`src/rtl/vga_pixel_stream.sv`:
```
// VGA timing generator and pixel streamer: reads RGB565 words from the display FIFO one cycle
// ahead of each active pixel and blanks to the next frame boundary on FIFO underflow.
module vga_pixel_stream #(
    parameter int unsigned H_ACTIVE = 640,
    parameter int unsigned H_FP     = 16,
    parameter int unsigned H_SYNC   = 96,
    parameter int unsigned H_BP     = 48,
    parameter int unsigned V_ACTIVE = 480,
    parameter int unsigned V_FP     = 10,
    parameter int unsigned V_SYNC   = 2,
    parameter int unsigned V_BP     = 33
) (
    input  logic        clk,
    input  logic        rst_n,
    input  logic        empty_fifo,
    input  logic [15:0] din,
    output logic        rd_en,
    output logic [4:0]  vga_out_r,
    output logic [5:0]  vga_out_g,
    output logic [4:0]  vga_out_b,
    output logic        vga_out_hs,
    output logic        vga_out_vs,
    output logic        vga_out_bl,
    output logic        vga_out_sy,
    output logic        frame_start,
    output logic [7:0]  underflow_cnt
);

    localparam int unsigned H_TOTAL = H_ACTIVE + H_FP + H_SYNC + H_BP;
    localparam int unsigned V_TOTAL = V_ACTIVE + V_FP + V_SYNC + V_BP;
    localparam int unsigned HW      = $clog2(H_TOTAL);
    localparam int unsigned VW      = $clog2(V_TOTAL);

    localparam logic [HW-1:0] HActive    = HW'(H_ACTIVE);
    localparam logic [HW-1:0] HSyncStart = HW'(H_ACTIVE + H_FP);
    localparam logic [HW-1:0] HSyncEnd   = HW'(H_ACTIVE + H_FP + H_SYNC);
    localparam logic [HW-1:0] HLast      = HW'(H_TOTAL - 1);
    localparam logic [VW-1:0] VActive    = VW'(V_ACTIVE);
    localparam logic [VW-1:0] VSyncStart = VW'(V_ACTIVE + V_FP);
    localparam logic [VW-1:0] VSyncEnd   = VW'(V_ACTIVE + V_FP + V_SYNC);
    localparam logic [VW-1:0] VLast      = VW'(V_TOTAL - 1);

    typedef enum logic [0:0] {StWaitSync, StStream} state_e;

    state_e        state_q, state_d;
    logic [HW-1:0] h_cnt_q, h_cnt_d;
    logic [VW-1:0] v_cnt_q, v_cnt_d;
    logic [7:0]    ucnt_q, ucnt_d;

    // Stage 1: decode flags delayed by one cycle, aligned with din
    logic act1_q, hs1_q, vs1_q, rd1_q, fs1_q;
    // Stage 2: pin registers
    logic [15:0] rgb_q, rgb_d;
    logic        hs_q, vs_q, bl_q, fs_q;

    logic h_last, v_last, active, hs_dec, vs_dec, underflow, frame_first;

    always_comb begin
        h_last      = (h_cnt_q == HLast);
        v_last      = (v_cnt_q == VLast);
        active      = (h_cnt_q < HActive) && (v_cnt_q < VActive);
        hs_dec      = !((h_cnt_q >= HSyncStart) && (h_cnt_q < HSyncEnd));
        vs_dec      = !((v_cnt_q >= VSyncStart) && (v_cnt_q < VSyncEnd));
        rd_en       = (state_q == StStream) && active && !empty_fifo;
        underflow   = (state_q == StStream) && active && empty_fifo;
        frame_first = rd_en && (h_cnt_q == '0) && (v_cnt_q == '0);
    end

    always_comb begin
        h_cnt_d = h_last ? '0 : h_cnt_q + HW'(1);
        v_cnt_d = v_cnt_q;
        if (h_last) begin
            v_cnt_d = v_last ? '0 : v_cnt_q + VW'(1);
        end

        state_d = state_q;
        unique case (state_q)
            StWaitSync: if (h_last && v_last && !empty_fifo) state_d = StStream;
            StStream:   if (underflow) state_d = StWaitSync;
            default:    state_d = StWaitSync;
        endcase

        ucnt_d = ucnt_q;
        if (underflow && (ucnt_q != 8'hFF)) begin
            ucnt_d = ucnt_q + 8'd1;
        end

        rgb_d = rd1_q ? din : 16'h0000;
    end

    always_ff @(posedge clk or negedge rst_n) begin
        if (!rst_n) begin
            state_q <= StWaitSync;
            h_cnt_q <= '0;
            v_cnt_q <= '0;
            ucnt_q  <= 8'd0;
            act1_q  <= 1'b0;
            hs1_q   <= 1'b1;
            vs1_q   <= 1'b1;
            rd1_q   <= 1'b0;
            fs1_q   <= 1'b0;
            rgb_q   <= 16'h0000;
            hs_q    <= 1'b1;
            vs_q    <= 1'b1;
            bl_q    <= 1'b0;
            fs_q    <= 1'b0;
        end else begin
            state_q <= state_d;
            h_cnt_q <= h_cnt_d;
            v_cnt_q <= v_cnt_d;
            ucnt_q  <= ucnt_d;
            act1_q  <= active;
            hs1_q   <= hs_dec;
            vs1_q   <= vs_dec;
            rd1_q   <= rd_en;
            fs1_q   <= frame_first;
            rgb_q   <= rgb_d;
            hs_q    <= hs1_q;
            vs_q    <= vs1_q;
            bl_q    <= act1_q;
            fs_q    <= fs1_q;
        end
    end

    assign vga_out_r     = rgb_q[15:11];
    assign vga_out_g     = rgb_q[10:5];
    assign vga_out_b     = rgb_q[4:0];
    assign vga_out_hs    = hs_q;
    assign vga_out_vs    = vs_q;
    assign vga_out_bl    = bl_q;
    assign vga_out_sy    = 1'b0;
    assign frame_start   = fs_q;
    assign underflow_cnt = ucnt_q;

endmodule

```
`config.mk`:
```
export PLATFORM = sky130hd
export DESIGN_NAME = vga_pixel_stream
export DESIGN_NICKNAME = d
export VERILOG_FILES = /design/src/rtl/vga_pixel_stream.sv
export SDC_FILE = /design/constraint.sdc
export NUM_CORES = 1
export LEC_CHECK = 0
export BUFFER_PORTS_ARGS = -buffer_cell sky130_fd_sc_hd__buf_4
export CORE_ASPECT_RATIO = 0.5
export CORE_MARGIN = 2
export CORE_UTILIZATION = 40
export DETAILED_ROUTE_END_ITERATION = 8
export GPL_ROUTABILITY_DRIVEN = 0
export SETUP_SLACK_MARGIN = 0.4
export SLEW_MARGIN = 20
export SYNTH_ARGS = -nofsm -noshare
export SYNTH_HDL_FRONTEND = slang
export SYNTH_SLANG_ARGS = --single-unit
```
`constraint.sdc`:
```
create_clock -name clk -period 3.1 [get_ports clk]
set_clock_uncertainty 0.05 [all_clocks]
set_input_delay 0.155 -clock clk [delete_from_list [all_inputs] [get_ports clk]]
set_output_delay 0.155 -clock clk [all_outputs]
set_load 0.05 [all_outputs]
```
== Word-level counts from Yosys, hierarchy flattened ==
Index checks and enable logic that the tools add are counted.

* Eq/ne operators: 3
* Muxes and demuxes: 6
* Bitwise logic cells: 1
* Reductions and logical operators: 16
* Order comparisons: 6
* $add $sub $neg: 3

{| class="wikitable"
|+ Operator list
! kind !! number
|-
| 10-bit by 1-bit adder with 10-bit output (second input constant) || 2
|-
| 10-bit == test (second input constant) || 2
|-
| 10-bit logical NOT || 2
|-
| 10-bit less-than comparator (second input constant) || 2
|-
| 10-bit by 9-bit less-than comparator with 1-bit output (second input constant) || 2
|-
| 10-bit two-way mux || 2
|-
| 16-bit two-way mux || 1
|-
| 1-bit logical AND || 11
|-
| 10-bit >= comparator (second input constant) || 1
|-
| 10-bit by 9-bit >= comparator with 1-bit output (second input constant) || 1
|-
| 8-bit by 1-bit adder with 8-bit output (second input constant) || 1
|-
| 8-bit != test (second input constant) || 1
|-
| 1-bit logical NOT || 3
|-
| 1-bit two-way mux || 2
|-
| 1-bit case mux with 2 select lines || 1
|-
| 1-bit NOT || 1
|}

* Flip-flop bits (word level): 54
* Output and inout port bits: 30
* Logic and storage cells: 49
* Input port bits: 19

== Longest topological paths before layout ==
Gate-level depths: netlist of run 1.

* Depth after elaboration: 6
* Mapped depth: 6

== Worst setup path after synthesis of run 1 ==
No wires, ideal clock.

* Kind: register to register
* Start: reg ucnt_q[0], in the netlist underflow_cnt[0]
* End: reg ucnt_q[1], in the netlist underflow_cnt[1]
* Setup time: 128 ps
* Path buffers: 0
* Arrival: 1683 ps
* Setup slack: 1239 ps
* Period minus slack after synthesis: 1861 ps
* Data required time: 2922 ps
* Stages on the path, launching flop included: 6
* Cell sequence: dfrtp_1 -> ha_1 -> nand2_1 -> nor3_2 -> nor2_1 -> mux2_1

* Word-level cells in the longest chain between the ends: 2

{| class="wikitable"
|+ RTL lines
! what !! line !! text
|-
| from (decl) || 48 || <nowiki>logic [7:0] ucnt_q, ucnt_d;</nowiki>
|-
| from (signal assigned) || 111 || <nowiki>ucnt_q <= ucnt_d;</nowiki>
|-
| parallel branches: the longest is 2 deep, another holds 8-bit by 1-bit adder with 8-bit output || n/a ||
|}

Parallel ways; which one is timed is not known.
A chain may end at the register's enable or synchronous reset.

== Worst setup path after layout of run 1 ==
* Start: reg h_cnt_q[0]
* End: reg v_cnt_q[6]

* Word-level cells in the longest chain between the ends: 1

{| class="wikitable"
|+ RTL lines
! what !! line !! text
|-
| from (decl) || 46 || <nowiki>logic [HW-1:0] h_cnt_q, h_cnt_d;</nowiki>
|-
| from (signal assigned) || 109 || <nowiki>h_cnt_q <= h_cnt_d;</nowiki>
|-
| 10-bit == test || 59 || <nowiki>h_last = (h_cnt_q == HLast);</nowiki>
|-
| to (signal assigned) || 110 || <nowiki>v_cnt_q <= v_cnt_d;</nowiki>
|-
| to (decl) || 47 || <nowiki>logic [VW-1:0] v_cnt_q, v_cnt_d;</nowiki>
|}

Every way passes these cells.

==> key figures, run 1 <==
Clock network
  • Inserted Clock Buffers: 5
  • Root buf cell: clkbuf_16
  • CTS tree: built
  • Clk pin slew, worst setup/hold paths: 0.07 ns
  • Clk Latency, worst-skew pair: 0.29 ns
  • Hold_buf cts: 1
  • Post-CTS sizing: 0
  • H-tree Lvls: 2
  • TritonCTS Sinks: 54
  • Post-CTS setup buffers: 0
  • Max clock buf depth: 2

Final layout
  • Sequential cell area: 1360 µm²
  • Footprint of the multi-input gates: 977 µm²
  • # fillers: 488
  • Fin cells: 322
  • Leading cell type in the layout, fill and taps excluded: dfrtp_1
  • Layout cells sized above 1: 30.9%
  • Util after Layout: 52.6%
  • Area growth from synthesis to layout: 23.8%
  • Most frequent cells in the layout: dfrtp_1 (50), buf_4 (47), and2_1 (17)
  • Antenna cells: 0
  • Nets: 272

Placement
  • Dpl cells: 313
  • Post-DP HPWL: 3.17 mm
  • IO Port Bufs: 47

Critical path
  • Crit path depth: 5
  • Slowest-stage cell, CP: nor3_2
  • WP data required: 3.23 ns
  • Slowest Stage Delay on Critical Path: 0.62 ns
  • Data arrival, critical path: 2.13 ns
  • CP endpoint kind: flip-flop
  • Crit-path cells: ha_1 > nand3_4 > nor3_2 > nand4_1 > xnor2_1
  • Setup CP Type: reg2reg
  • Critical Path Fanout Max: 11
  • Buf/Inv on CP: 0
  • Worst Setup Start Kind: flip-flop
  • Crit path max-delay family: simple AND/OR/NAND/NOR gates
  • Worst R2R Path Depth: 5

Yosys
  • Post-synth top flop: dfrtp_1
  • Mapped Nets: 222
  • Yosys warning total: 0
  • Ys async rst share: 100%
  • Cell taking the most area after synthesis: dfrtp_1
  • Seq cells post-synth: 54
  • Synthesized area: 2390 µm²
  • Post-Syn Instances: 198
  • Synthesized area per cell: 12.1 µm²
  • Area contributors post-synth: dfrtp_1 (52%), and2_1 (4.4%), dfstp_2 (4.4%)
  • EDFF count, synth: 0
  • Yosys cell types: 45
  • Top cell type's share of synthesized area: 52.2%
  • Sequential share of the synthesized area: 56.6%

Pwr
  • Clk pwr share: 44.0%
  • Power Density: 445 nW/µm²
  • Peak supply drop: 220 µV
  • P_int: 1040 µW
  • Seq pwr share: 53.4%
  • Leakage power: 0.00140 µW
  • P_sw: 275 µW
  • Logic pwr share: 2.6%
  • Net Sw Frac: 20.8%

Route
  • DRT antenna net count: 0
  • Final wirelength: 4.48 mm
  • Initial detailed-routing violation count: 92
  • Drc violations: 0
  • DRT Pass-1 Iters: 4
  • Wirelength per Cell: 13.9 µm
  • Vias post-DR: 1605
  • Routed vias/inst: 4.98

Global routing
  • Vias in the first global route: 1553
  • Initial antenna violation count: 0
  • Pin count of the biggest net entering global routing: 55
  • Total global routing overflow: 0
  • First-pass GRT wire length: 7.59 mm
  • Tot GR Track Use: 14.9%

Floorplan
  • Initial Util: 42.5%
  • Die area: 6660 µm²
  • Chip width: 113 µm
  • Row cnt: 19
  • Core Region: 5630 µm²
  • Die height: 58.7 µm
  • Io pins: 49

STA
  • Sum Neg Setup Slack: 0 ns
  • Rel. slew slack: 53.6%
  • Min Clock Period, post-route: 2.00 ns
  • RSZ-0062 raised after global routing: no
  • Maximum achievable frequency: 500 MHz
  • Final-report max-slew violation count: 0
  • Hold Fails Final Rpt: 0
  • Slew @ Worst Pin: 0.692 ns
  • Final Cycle Share: 64.5%
  • Final setup violating endpoints: 0

Flow run
  • Max cap viols: 0

Run status
  • Status: finished clean

Hold path
  • Worst hold path type: in2reg
  • Hold Path Stages: 2
-- cell families (layout without fill, tap and decap cells) --
| family | count (synthesis) | count (layout) | share of synthesized area [%] |
|---|---|---|---|
| buffers and inverters | 11 | 62 | 2.56 |
| multiplexers | 4 | 4 | 1.83 |
| other | 1 | 1 | 0.157 |
| AO/OA/AOI/OAI | 13 | 13 | 3.76 |
| AND/OR/NAND/NOR | 93 | 93 | 26.2 |
| XOR/XNOR | 17 | 17 | 6.22 |
| flip-flops | 54 | 54 | 56.6 |
| adder cells (fa/ha/maj) | 5 | 5 | 2.61 |
-- state kept, by name, indices dropped and copies added (netlist names) --
name	cells
rd1_q	1
v_cnt_q	10
frame_start	1
vga_out_bl	1
vga_out_hs	1
vga_out_vs	1
state_q	1
fs1_q	1
rgb_q	16
act1_q	1
vs1_q	1
hs1_q	1
h_cnt_q	10
underflow_cnt	8
-- power groups by stage --
stage	combinational (µW)	clock, µW	sequential, µW
after floorplan	4.01	0	718
final	34.4	580	704
after CTS	36.1	596	704
after global routing	39.5	626	704
after detailed placement	35.0	0	718
after global placement	34.1	0	718
-- through the flow --
step           setup WS (ns)  hold WS (ns)  area [µm²]  power [µW]
4_1_cts                 1.10        0.0146        2970        1340
3_3_place_gp            1.24         0.181        2800         752
5_1_grt                0.935        0.0184        2970        1370
6_report                1.10        0.0195        2970        1320
3_5_place_dp            1.11         0.191        2800         753
2_1_floorplan           1.24        -0.191        2390         722
-- layout make-up --
| class | count | area share, % |
|---|---|---|
| inverter | 6 | 0.759 |
| tap | 73 | 3.08 |
| clock buffer | 6 | 4.68 |
| sequential | 54 | 45.7 |
| clock inverter | 2 | 0.549 |
| multi-input combinational | 133 | 33.0 |
| timing repair buffer | 48 | 12.2 |
-- layer usage --
layer  global-route usage, %  part of all wire [%]
met5                       0                     0
met3                    4.02                   4.6
met2                    23.5                    47
met1                    19.9                    47
met4                    5.75                   1.3
-- path summary, 6_finish.rpt --
kind	start	endpoint	slack (ns)
worst max-delay path	h_cnt_q[0]	v_cnt_q[6]	1.10
worst min-delay path	empty_fifo	fs1_q	0.02
worst max register to register	h_cnt_q[0]	v_cnt_q[6]	1.10
worst min register to register	hs1_q	vga_out_hs	0.30
max in group asynchronous	rst_n	rgb_q[2]	2.17
min in group asynchronous	rst_n	h_cnt_q[3]	0.39
-- synthesized netlist by cell type (2+ instances only) --
| library cell | count |
|---|---|
| and3_1 | 5 |
| inv_1 | 6 |
| dfrtp_1 | 50 |
| nor4_1 | 3 |
| nand3_1 | 12 |
| ha_1 | 5 |
| or4_1 | 2 |
| nor3_2 | 2 |
| nand4_1 | 6 |
| nor4_2 | 3 |
| nor2b_1 | 2 |
| xor2_1 | 10 |
| xnor2_1 | 7 |
| nor2_1 | 12 |
| nor4b_1 | 2 |
| and2_1 | 17 |
| buf_6 | 2 |
| nor4_4 | 2 |
| and4_1 | 2 |
| nor3_1 | 4 |
| mux2_1 | 2 |
| dfstp_2 | 4 |
| nand2_1 | 10 |
| o21ai_0 | 7 |
(Power assumes the default switching activity.)
==> run 2, diff against run 1 <==
==> constraint.sdc (replaced) <==
create_clock -name clk -period 2 [get_ports clk]
set_clock_uncertainty 0.05 [all_clocks]
set_input_delay 0.1 -clock clk [delete_from_list [all_inputs] [get_ports clk]]
set_output_delay 0.1 -clock clk [all_outputs]
set_load 0.05 [all_outputs]
==> key figures, run 2 (same netlist as run 1, synthesis figures left out) <==
Global routing
  • Tot GR Track Use: 15.8% (+0.90 points)
  • Total global routing overflow: 0 (unchanged)
  • Pin count of the biggest net entering global routing: 55 (unchanged)
  • First-pass GRT wire length: 8.17 mm (+7.6%)
  • Initial antenna violation count: 0 (unchanged)
  • Vias in the first global route: 1752 (+13%)

Floorplan
  • Die height: 58.7 µm (unchanged)
  • Row cnt: 19 (unchanged)
  • Core Region: 5630 µm² (unchanged)
  • Die area: 6660 µm² (unchanged)
  • Chip width: 113 µm (unchanged)
  • Io pins: 49 (unchanged)
  • Initial Util: 42.5% (unchanged)

Route
  • DRT Pass-1 Iters: 4 (unchanged)
  • Drc violations: 0 (unchanged)
  • Routed vias/inst: 4.83 (-3.1%)
  • Vias post-DR: 1759 (+9.6%)
  • Wirelength per Cell: 13.8 µm (-0.51%)
  • Final wirelength: 5.04 mm (+12%)
  • DRT antenna net count: 0 (unchanged)
  • Initial detailed-routing violation count: 87 (-5.4%)

Final layout
  • # fillers: 444 (-9.0%)
  • Reg with most FFs: rgb_q
  • Footprint of the multi-input gates: 1100 µm² (+13%)
  • Leading cell type in the layout, fill and taps excluded: buf_4
  • Antenna cells: 0 (unchanged)
  • Max reg flops: 16 (unchanged)
  • Most frequent cells in the layout: buf_4 (68), dfrtp_1 (33), dlygate4sd3_1 (18)
  • Layout cells sized above 1: 44.7% (+14 points)
  • Nets: 314 (+15%)
  • Area growth from synthesis to layout: 46.7%
  • Util after Layout: 62.3% (+9.7 points)
  • Regs by FF count: rgb_q x16, h_cnt_q x10, v_cnt_q x10
  • Sequential cell area: 1380 µm² (+1.6%)

STA
  • Hold slack: 0.299 ns (+0.279 ns)
  • Final-report max-slew violation count: 0 (unchanged)
  • Final setup violating endpoints: 0 (unchanged)
  • Maximum achievable frequency: 611 MHz
  • Slew @ Worst Pin: 0.658 ns (-0.0338 ns)
  • Final Cycle Share: 81.8%
  • Sum Neg Setup Slack: 0 ns (unchanged)
  • Min Clock Period, post-route: 1.64 ns
  • Rel. slew slack: 56.1% (+2.5 points)
  • RSZ-0062 raised after global routing: yes
  • Hold Fails Final Rpt: 0 (unchanged)

Critical path
  • Critical Path Fanout Max: 3 (-8)
  • Register-to-Register Setup Slack: 0.37 ns (-0.73 ns)
  • Worst R2R Path Depth: 4 (-1)
  • Worst Setup Start Kind: flip-flop
  • Data arrival, critical path: 1.49 ns (-0.64 ns)
  • CP endpoint kind: output pin
  • WP data required: 1.85 ns (-1.38 ns)
  • Setup CP Type: reg2out

Placement
  • IO Port Bufs: 47 (unchanged)
  • Post-DP HPWL: 3.15 mm (-0.67%)

Clock network
  • H-tree Lvls: 2 (unchanged)
  • Inserted Clock Buffers: 5 (unchanged)
  • Max clock buf depth: 2 (unchanged)
  • Clk pin slew, worst setup/hold paths: 0.07 ns (about the same)
  • TritonCTS Sinks: 54 (unchanged)
  • Clk Latency, worst-skew pair: 0.29 ns (about the same)
  • CTS tree: built
  • Root buf cell: clkbuf_16

Hold path
  • Worst hold path type: reg2reg
  • Hold Path Stages: 0 (-2)

Pwr
  • Power Density: 623 nW/µm² (+40%)
  • Leakage power: 0.00165 µW (+18%)
  • Peak supply drop: 340 µV (+55%)
  • Power Total: 2190 µW (+66%)

Flow run
  • Max cap viols: 0 (unchanged)

Run status
  • Status: finished clean
## run 2: report_power, final
group	switching [µW]	leakage [µW]	internal [µW]	total [µW]
clock	387	0.0000875	629	1020
combinational	36.2	0.000875	45.0	81.2
sequential	0	0.000686	1090	1090
total	424	0.00165	1770	2190
## run 2: final cells by class
cell class / instances / share of cell area, %
timing repair buffer: 90 / 21.1
inverter: 6 / 0.641
sequential: 54 / 39.2
clock inverter: 2 / 1.10
multi-input combinational: 133 / 31.4
tap: 73 / 2.60
clock buffer: 6 / 3.95
## run 2: timing repair
item                                    4_1_cts  5_1_grt
gates resized for setup                      23       14
endpoints found under the hold margin        67        0
setup buffers                                12       12
cloned                                        0        0
hold buffers                                 18        0
endpoints found under the setup margin       17       16
pin swaps                                    10       13
## run 2: stage by stage
step	setup WS, ns	area, µm²	instances
2_1_floorplan	0.318	2400	198
4_1_cts	0.348	3360	352
5_1_grt	0.281	3510	364
3_3_place_gp	0.297	2820	314
3_5_place_dp	0.266	2820	314
6_report	0.363	3510	364
## run 2: worst paths after layout
kind | from | to
hold reg to reg | fs1_q | frame_start
min in group asynchronous | rst_n | h_cnt_q[4]
max in group asynchronous | rst_n | v_cnt_q[6]
setup / recovery | v_cnt_q[7] | rd_en
setup reg to reg | h_cnt_q[7] | v_cnt_q[7]
hold / removal | fs1_q | frame_start
## run 2: critical path: stages (launching register included)
cell and delay, ns:
dfrtp_2 0.44, a41oi_4 0.29, nand3_2 0.15, nor2_4 0.16
buf_8 0.15
## run 2: routing by layer
layer | track usage [%] | routed length, µm | part of all wire, %
met3 | 3.71 | 193 | 3.8
met4 | 4.18 | 50 | 0.99
met2 | 26.9 | 2430 | 48
met1 | 20.8 | 2360 | 47
met5 | 0 | 0 | 0
==> run 3, diff against run 2 <==
==> constraint.sdc (replaced) <==
create_clock -name clk -period 1.35 [get_ports clk]
set_clock_uncertainty 0.05 [all_clocks]
set_input_delay 0.0675 -clock clk [delete_from_list [all_inputs] [get_ports clk]]
set_output_delay 0.0675 -clock clk [all_outputs]
set_load 0.05 [all_outputs]
==> key figures, run 3 (same netlist as run 1, synthesis figures left out) <==
Final layout
  • Max reg flops: 16 (unchanged)
  • Most frequent cells in the layout: buf_4 (66), buf_6 (48), dfrtp_1 (37)
  • # fillers: 370 (-17%)
  • Layout cells sized above 1: 58.6% (+14 points)
  • Area growth from synthesis to layout: 76.2%
  • Antenna cells: 0 (unchanged)
  • Reg with most FFs: rgb_q
  • Sequential cell area: 1370 µm² (-0.36%)
  • Leading cell type in the layout, fill and taps excluded: buf_4
  • Footprint of the multi-input gates: 1210 µm² (+10%)
  • Nets: 366 (+17%)
  • Regs by FF count: rgb_q x16, h_cnt_q x10, v_cnt_q x10
  • Fin area: 4220 µm² (+20%)

Clock network
  • Clk pin slew, worst setup/hold paths: 0.08 ns (about the same)
  • H-tree Lvls: 2 (unchanged)
  • CTS tree: built
  • Root buf cell: clkbuf_16
  • Max clock buf depth: 2 (unchanged)
  • Clk Latency, worst-skew pair: 0.30 ns (about the same)
  • TritonCTS Sinks: 54 (unchanged)
  • Inserted Clock Buffers: 5 (unchanged)

Global routing
  • Initial antenna violation count: 0 (unchanged)
  • Total global routing overflow: 0 (unchanged)
  • Vias in the first global route: 2149 (+23%)
  • First-pass GRT wire length: 10.2 mm (+25%)
  • Tot GR Track Use: 20.0% (+4.3 points)
  • Pin count of the biggest net entering global routing: 30 (-45%)

Hold path
  • Worst hold path type: in2reg

Placement
  • Post-DP HPWL: 3.83 mm (+22%)
  • IO Port Bufs: 47 (unchanged)
  • Placed instance area: 3330 µm² (+18%)

STA
  • Final worst setup slack: -0.333 ns (-0.697 ns)
  • Final Cycle Share: 125%
  • RSZ-0062 raised after global routing: yes
  • Final-report max-slew violation count: 0 (unchanged)
  • Min Clock Period, post-route: 1.68 ns
  • Maximum achievable frequency: 594 MHz
  • Hold Fails Final Rpt: 0 (unchanged)
  • Final setup violating endpoints: 28 (+28)

Floorplan
  • Die height: 58.7 µm (unchanged)
  • Chip width: 113 µm (unchanged)
  • Core Region: 5630 µm² (unchanged)
  • Die area: 6660 µm² (unchanged)
  • Row cnt: 19 (unchanged)
  • Io pins: 49 (unchanged)
  • Initial Util: 42.5% (unchanged)

Critical path
  • WP data required: 1.23 ns (-0.62 ns)
  • Critical Path Fanout Max: 2 (-1)
  • Worst Setup Start Kind: flip-flop
  • Crit-path cells: o21ai_4 > buf_6 > nand3_2 > buf_6 > nor2_4 > buf_6
  • Setup CP Type: reg2out
  • Slowest-stage cell, CP: dfrtp_2
  • Data arrival, critical path: 1.57 ns (+0.08 ns)
  • CP endpoint kind: output pin
  • Critical path's most frequent cell: buf_6
  • Slowest Stage Delay on Critical Path: 0.43 ns (about the same)

Pwr
  • Leakage power: 0.00197 µW (+20%)
  • Power Density: 735 nW/µm² (+18%)
  • Power Total: 3100 µW (+42%)
  • Peak supply drop: 498 µV (+46%)

Route
  • Drc violations: 0 (unchanged)
  • Final wirelength: 6.26 mm (+24%)
  • DRT antenna net count: 0 (unchanged)
  • Initial detailed-routing violation count: 91 (+4.6%)
  • Routed vias/inst: 4.81 (-0.51%)
  • Wirelength per Cell: 15.1 µm (+8.9%)
  • DRT Pass-1 Iters: 4 (unchanged)
  • Vias post-DR: 2000 (+14%)

Run status
  • Status: complete, but fails checks
  • Failing checks: setup timing

Flow run
  • Max cap viols: 0 (unchanged)
run 3: worst max-delay path, delay by kind of cell, from the launching register on:
kind	cells	cell delay, ns
AND/OR/NAND/NOR	2	0.21
buffers and inverters	3	0.44
AO/OA/AOI/OAI	1	0.19
flip-flops	1	0.43
run 3: worst paths after layout:
kind	start	endpoint	slack, ns	cells after the start
max	h_cnt_q[8]	rd_en	-0.33	6
min	empty_fifo	rd1_q	0.06	3
max reg2reg	v_cnt_q[9]	underflow_cnt[7]	-0.31	5
min reg2reg	vs1_q	vga_out_vs	0.31	0
max in group asynchronous	rst_n	hs1_q	0.58	3
min in group asynchronous	rst_n	h_cnt_q[1]	0.18	2
run 3: where the power goes:
part	switching (µW)	internal (µW)	total (µW)	leakage, µW
sequential	0	1620	1620	0.000690
clock	639	712	1350	0.0000763
combinational	59.7	74.4	134	0.00121
total	698	2400	3100	0.00197
run 3: layout make-up:
cell class	instances	share of cell area [%]
flip-flops and latches	54	32.5
repair buffers	142	32.4
multi-input cells	133	28.8
clock buffers	5	2.96
well taps	73	2.16
clock inverters	3	0.682
inverters	6	0.534
run 3: metal layers:
metal  part of all wire, %  track usage [%]  vias to the layer above
met2                    54             38.2                       39
met5                     0                0                        -
li1                      -                -                      977
met4                  0.81             6.10                        0
met1                    42             23.4                      980
met3                   3.0             4.02                        4
run 3: repair_timing:
action | CTS | global route
resized for setup | 78 | 21
gates cloned | 0 | 1
setup endpoints to repair | 63 | 72
pin swaps | 24 | 11
hold buffers | 18 | 0
hold endpoints to repair | 59 | 0
setup buffers | 14 | 7
run 3: stage by stage:
step | hold slack, ns | worst slack, ns | util [%] | cells | setup TNS (ns)
2_1_floorplan | -0.278 | -0.175 | - | 198 | -1.64
3_3_place_gp | -0.0464 | -0.258 | 59.1 | 368 | -3.39
3_5_place_dp | -0.0316 | -0.289 | 59.1 | 368 | -3.97
4_1_cts | 0.0460 | -0.285 | 72.4 | 408 | -4.43
5_1_grt | 0.0561 | -0.404 | 74.9 | 416 | -6.95
6_report | 0.0605 | -0.333 | 74.9 | 416 | -4.79
